$ cat config.mk
export PLATFORM = sky130hd
export DESIGN_NAME = fc_output_serializer
export DESIGN_NICKNAME = d
export VERILOG_FILES = /design/src/rtl/fc_pkg.sv /design/src/rtl/argmax_tracker.sv /design/src/rtl/fc_output_serializer.sv
export SDC_FILE = /design/constraint.sdc
export NUM_CORES = 2
export LEC_CHECK = 0
export CAP_MARGIN = 20
export CORE_MARGIN = 2
export CORE_UTILIZATION = 55
export CTS_CLUSTER_DIAMETER = 60
export DETAILED_ROUTE_END_ITERATION = 10
export PLACE_DENSITY_LB_ADDON = 0.1
export RECOVER_POWER = 50
export SLEW_MARGIN = 20
export SYNTH_ARGS = -nofsm -noshare
export SYNTH_HDL_FRONTEND = slang
export SYNTH_SLANG_ARGS = --single-unit
$ cat constraint.sdc
create_clock -name clk -period 40.8 [get_ports clk]
set_input_delay 8.16 -clock clk [delete_from_list [all_inputs] [get_ports clk]]
set_output_delay 8.16 -clock clk [all_outputs]
set_load 0.02 [all_outputs]
$ cat src/rtl/fc_pkg.sv
// Shared types and constants for the fully connected layer output path.
package fc_pkg;

    localparam int ACTIV_BITS_DEFAULT = 8;
    localparam int OVR_BITS           = 8;

    typedef enum logic [1:0] {
        IDLE   = 2'd0,
        STREAM = 2'd1,
        DONE   = 2'd2
    } fc_ser_state_t;

endpackage

$ cat src/rtl/argmax_tracker.sv
// Running arg-max over a stream of signed elements; lowest index wins ties.
// Latency: max_value/max_index are combinational and already include the current sample.
// Backpressure: none; the caller asserts sample only on an accepted element.
module argmax_tracker
    import fc_pkg::*;
#(
    parameter int ACTIV_BITS = ACTIV_BITS_DEFAULT,
    parameter int IDX_BITS   = 6
) (
    input  logic                  clk,
    input  logic                  rst,
    input  logic                  sample,
    input  logic                  first,
    input  logic [ACTIV_BITS-1:0] value,
    input  logic [IDX_BITS-1:0]   index,
    output logic [ACTIV_BITS-1:0] max_value,
    output logic [IDX_BITS-1:0]   max_index
);

    logic [ACTIV_BITS-1:0] cur_value;
    logic [IDX_BITS-1:0]   cur_index;
    logic                  take;

    // Showing the post-sample max lets the caller latch the final winner on the
    // same edge as the last element handshake.
    always_comb begin
        take      = sample && (first || ($signed(value) > $signed(cur_value)));
        max_value = take ? value : cur_value;
        max_index = take ? index : cur_index;
    end

    always_ff @(posedge clk or posedge rst) begin
        if (rst) begin
            cur_value <= '0;
            cur_index <= '0;
        end else if (sample) begin
            cur_value <= max_value;
            cur_index <= max_index;
        end
    end

endmodule

$ cat src/rtl/fc_output_serializer.sv
// Captures one activation vector and streams it element-wise, reporting the arg-max once per vector.
// Latency: element 0 one cycle after capture; argmax_valid one cycle after the last element handshake.
// Backpressure: elem_ready stalls the stream; vectors arriving while busy are dropped and counted.
module fc_output_serializer
    import fc_pkg::*;
#(
    parameter int VEC_SIZE   = 64,
    parameter int ACTIV_BITS = ACTIV_BITS_DEFAULT,
    parameter int IDX_BITS   = $clog2(VEC_SIZE)
) (
    input  logic                           clk,
    input  logic                           rst,
    input  logic [VEC_SIZE*ACTIV_BITS-1:0] vec_data,
    input  logic                           vec_valid,
    output logic                           vec_ready,
    output logic [ACTIV_BITS-1:0]          elem_data,
    output logic [IDX_BITS-1:0]            elem_index,
    output logic                           elem_last,
    output logic                           elem_valid,
    input  logic                           elem_ready,
    output logic [IDX_BITS-1:0]            argmax_index,
    output logic [ACTIV_BITS-1:0]          argmax_value,
    output logic                           argmax_valid,
    output logic [OVR_BITS-1:0]            overrun_count
);

    localparam logic [IDX_BITS-1:0] LAST_IDX = IDX_BITS'(VEC_SIZE - 1);

    fc_ser_state_t         state;
    logic [ACTIV_BITS-1:0] cap [VEC_SIZE];
    logic [IDX_BITS-1:0]   nxt_idx;
    logic                  elem_fire;
    logic [ACTIV_BITS-1:0] trk_value;
    logic [IDX_BITS-1:0]   trk_index;

    assign nxt_idx   = elem_index + 1'b1;
    assign elem_fire = (state == STREAM) && elem_ready;

    argmax_tracker #(
        .ACTIV_BITS (ACTIV_BITS),
        .IDX_BITS   (IDX_BITS)
    ) u_argmax (
        .clk       (clk),
        .rst       (rst),
        .sample    (elem_fire),
        .first     (elem_index == '0),
        .value     (elem_data),
        .index     (elem_index),
        .max_value (trk_value),
        .max_index (trk_index)
    );

    // elem_index doubles as the stream counter; all outputs are registered.
    always_ff @(posedge clk or posedge rst) begin
        if (rst) begin
            state        <= IDLE;
            vec_ready    <= 1'b1;
            elem_valid   <= 1'b0;
            elem_last    <= 1'b0;
            elem_data    <= '0;
            elem_index   <= '0;
            argmax_valid <= 1'b0;
            argmax_index <= '0;
            argmax_value <= '0;
            for (int i = 0; i < VEC_SIZE; i++) cap[i] <= '0;
        end else begin
            case (state)
                IDLE: begin
                    if (vec_valid) begin
                        for (int i = 0; i < VEC_SIZE; i++)
                            cap[i] <= vec_data[i*ACTIV_BITS +: ACTIV_BITS];
                        state      <= STREAM;
                        vec_ready  <= 1'b0;
                        elem_valid <= 1'b1;
                        elem_data  <= vec_data[ACTIV_BITS-1:0];
                        elem_index <= '0;
                        elem_last  <= 1'b0;
                    end
                end
                STREAM: begin
                    if (elem_ready) begin
                        if (elem_index == LAST_IDX) begin
                            state        <= DONE;
                            elem_valid   <= 1'b0;
                            elem_last    <= 1'b0;
                            argmax_valid <= 1'b1;
                            argmax_index <= trk_index;
                            argmax_value <= trk_value;
                        end else begin
                            elem_index <= nxt_idx;
                            elem_data  <= cap[nxt_idx];
                            elem_last  <= (nxt_idx == LAST_IDX);
                        end
                    end
                end
                DONE: begin
                    state        <= IDLE;
                    argmax_valid <= 1'b0;
                    vec_ready    <= 1'b1;
                end
                default: begin
                    state     <= IDLE;
                    vec_ready <= 1'b1;
                end
            endcase
        end
    end

    always_ff @(posedge clk or posedge rst) begin
        if (rst) begin
            overrun_count <= '0;
        end else if (vec_valid && !vec_ready && (overrun_count != '1)) begin
            overrun_count <= overrun_count + 1'b1;
        end
    end

endmodule

==> reports/results.tsv <==
metric	value	unit
status	finished with violations	
violations	max-capacitance violations, max-slew violations	
fin_area	33600	um2
synth.distinct_cells	45	
ctsResizeCount	0	
rsz0062_at_grt	false	
synth.top_cells.by_count	567 x dfrtp_1, 516 x mux2_2, 134 x mux4_2	
antenna_found_initial	46	
num-nets-final	2758	
gp_congestion	0.879	
dp_hpwl	52700	um
ctsLongestPathBuffers	3	
r2r_slack	34.69	ns
grt_pass1_wl	108000	um
cp-start-kind	input pin	
yosysWarnings	0	
rr_startpoint	state[1]	
cts_root_buf	clkbuf_16	
synthesis.area	25600	um2
setup_viol	0	
setup_ws	25.60	ns
ant_nets	0	
setup.worst_path.start	rst	
ys.flop_type	dfrtp_1	
wire_per_inst	24.8	um
arrival	14.34	ns
grt_max_degree	168	
worst_pin_slew	4.42	ns
cts_tree	done	
io_pins	556	
clk_pin_slew	0.06	ns
vias	17034	
ir_drop	0.0432	mV
holdBufCountCts	0	
tns	0	ns
syn2layout_area_growth	31.0	%
grt_pass1_vias	18138	
drcViolationCount	0	
via_per_inst	5.85	
synth_largest_area_cell	dfrtp_1	
worstHoldPathType	flop to flop	
drt_iter0_drc	1242	
p_total	2230	uW
dpl_cell_area	31700	um2
post_cts_buffers	0	
clock_latency	0.62	ns
fin_crit_sh	0.372	
r2r_cells	5	
critPathCaptureType	async pin	
fp-row-count	79	
fp.dieW	220	um
syn_avg_cell_area	15.0	um2
synth-async-reset-ratio	1.00	
core_area	46300	um2
die_y	220	um
max_freq	0.0658	GHz
ys_seq_area_frac	0.554	
syn_inst	1707	
rr_endpoint	cap[306]	
fin_skew	0.0182	ns
period_minus_slack	15.20	ns
final-hold-violation-count	0	
grt_use_total	0.303	
cp_max_fo	99	
die_area	48400	um2
syn_nets	2235	
place_ws	28.54	ns
drive_gt1_frac	0.335	
setup.worst_path.end	elem_index[0]	
drt_first_pass_iters	5	
criticalPathCategory	input pin to async pin	
slew_violations	518	
powerDensity	66.2	nW/um2
cts_made_buffers	58	
leakagePower	0.0136	uW
relSlewSlack	-1.95	
critPathRequiredTime	39.95	ns
ys_ff_latch	568	
post-synth-top-count-cell	dfrtp_1	
synth_top_area_frac	0.553	
synth_edf_count	0	
start_util	0.554	
grt_remaining_overflow	0	
min_from	argmax_index[2]	
portBuffers	555	
wirelength	72300	um
maxCapViolations	7	
cts_sinks	568	
synth_area_leaders	dfrtp_1 55%, mux2_2 23%, mux4_2 12%	
htreeDepth	2	
[metrics by stage]
step                cells   util  hold slack, ns
global route         2903  0.726           0.497
CTS                  2879  0.725           0.488
detailed placement   2777  0.685           0.474
global placement     2777  0.685           0.461
floorplan            1707      -           0.461
finish               2911  0.726           0.479
[report_power, final]
| part | internal (uW) | switching [uW] | total, uW |
|---|---|---|---|
| Combinational | 467 | 358 | 825 |
| Sequential | 760 | 117 | 877 |
| Clock | 302 | 222 | 523 |
| Total | 1530 | 696 | 2230 |
[flip-flops by register name (all words and copies together) (netlist names)]
name and flops:
argmax_index 6, elem_valid 1, elem_data 8, state 2, elem_index 6, u_argmax.cur_index 6, overrun_count 8, cap 512
vec_ready 1, argmax_valid 1, argmax_value 8, elem_last 1, u_argmax.cur_value 8
[kinds of logic (layout without fill, tap and decap cells)]
family,count (synthesis),in the layout,synth area share
fa+ha+maj,12,12,0.00586
flops,568,568,0.554
xor+xnor,14,14,0.00507
mux,654,654,0.348
other cells,0,32,0
compound gates,126,126,0.0296
buf+inv,131,696,0.0230
simple gates,202,202,0.0337
[worst min-delay path by stage]
stage / endpoint / slack, ns / depth (start not counted)
3_5_place_dp: argmax_index[2] / 0.47 / 2
5_1_grt: argmax_index[2] / 0.50 / 2
2_1_floorplan: u_argmax.cur_index[2] / 0.46 / 2
3_3_place_gp: elem_valid / 0.46 / 1
4_1_cts: argmax_index[2] / 0.49 / 2
6_report: argmax_index[2] / 0.48 / 2
[area by class of cell]
cell class	instances	area [um2]
sequential	568	14200
fill	3215	12700
multi-input combinational	1008	10900
timing repair buffer	575	5720
clock buffer	86	1720
tap	607	759
clock inverter	16	143
antenna	32	80.1
inverter	19	72.6
[critical path: stages]
cell and delay, ns:
dlygate4sd3_1 0.55, clkinvlp_2 2.44, clkbuf_1 3.08
[cell usage in the layout, fill, tap and decap left out, drive strengths merged, types with 3 or more instances in the layout]
cell type and count:
o2111ai 8, a21oi 37, nand3 24, a21o 11, xnor2 8, or3 7, nor4 8, dfrtp 567
ha 12, nor2 28, mux2 516, clkbuf 92, clkdlybuf4s50 515, nand4 4, mux4 138, nor3 4
o31ai 3, xor2 6, inv 19, nor2b 3, clkinv 11, clkinvlp 3, o21ai 37, a31oi 20
dlygate4sd3 40, buf 14, nand2 118, diode 32
[routing by layer]
layer	global-route usage	routed length [um]	vias to the layer above
li1	-	-	7415
met3	0.0921	6150	185
met5	0	202	-
met1	0.379	27700	8781
met4	0.143	3130	32
met2	0.485	35200	621
Power figures use the tool's default switching activity.
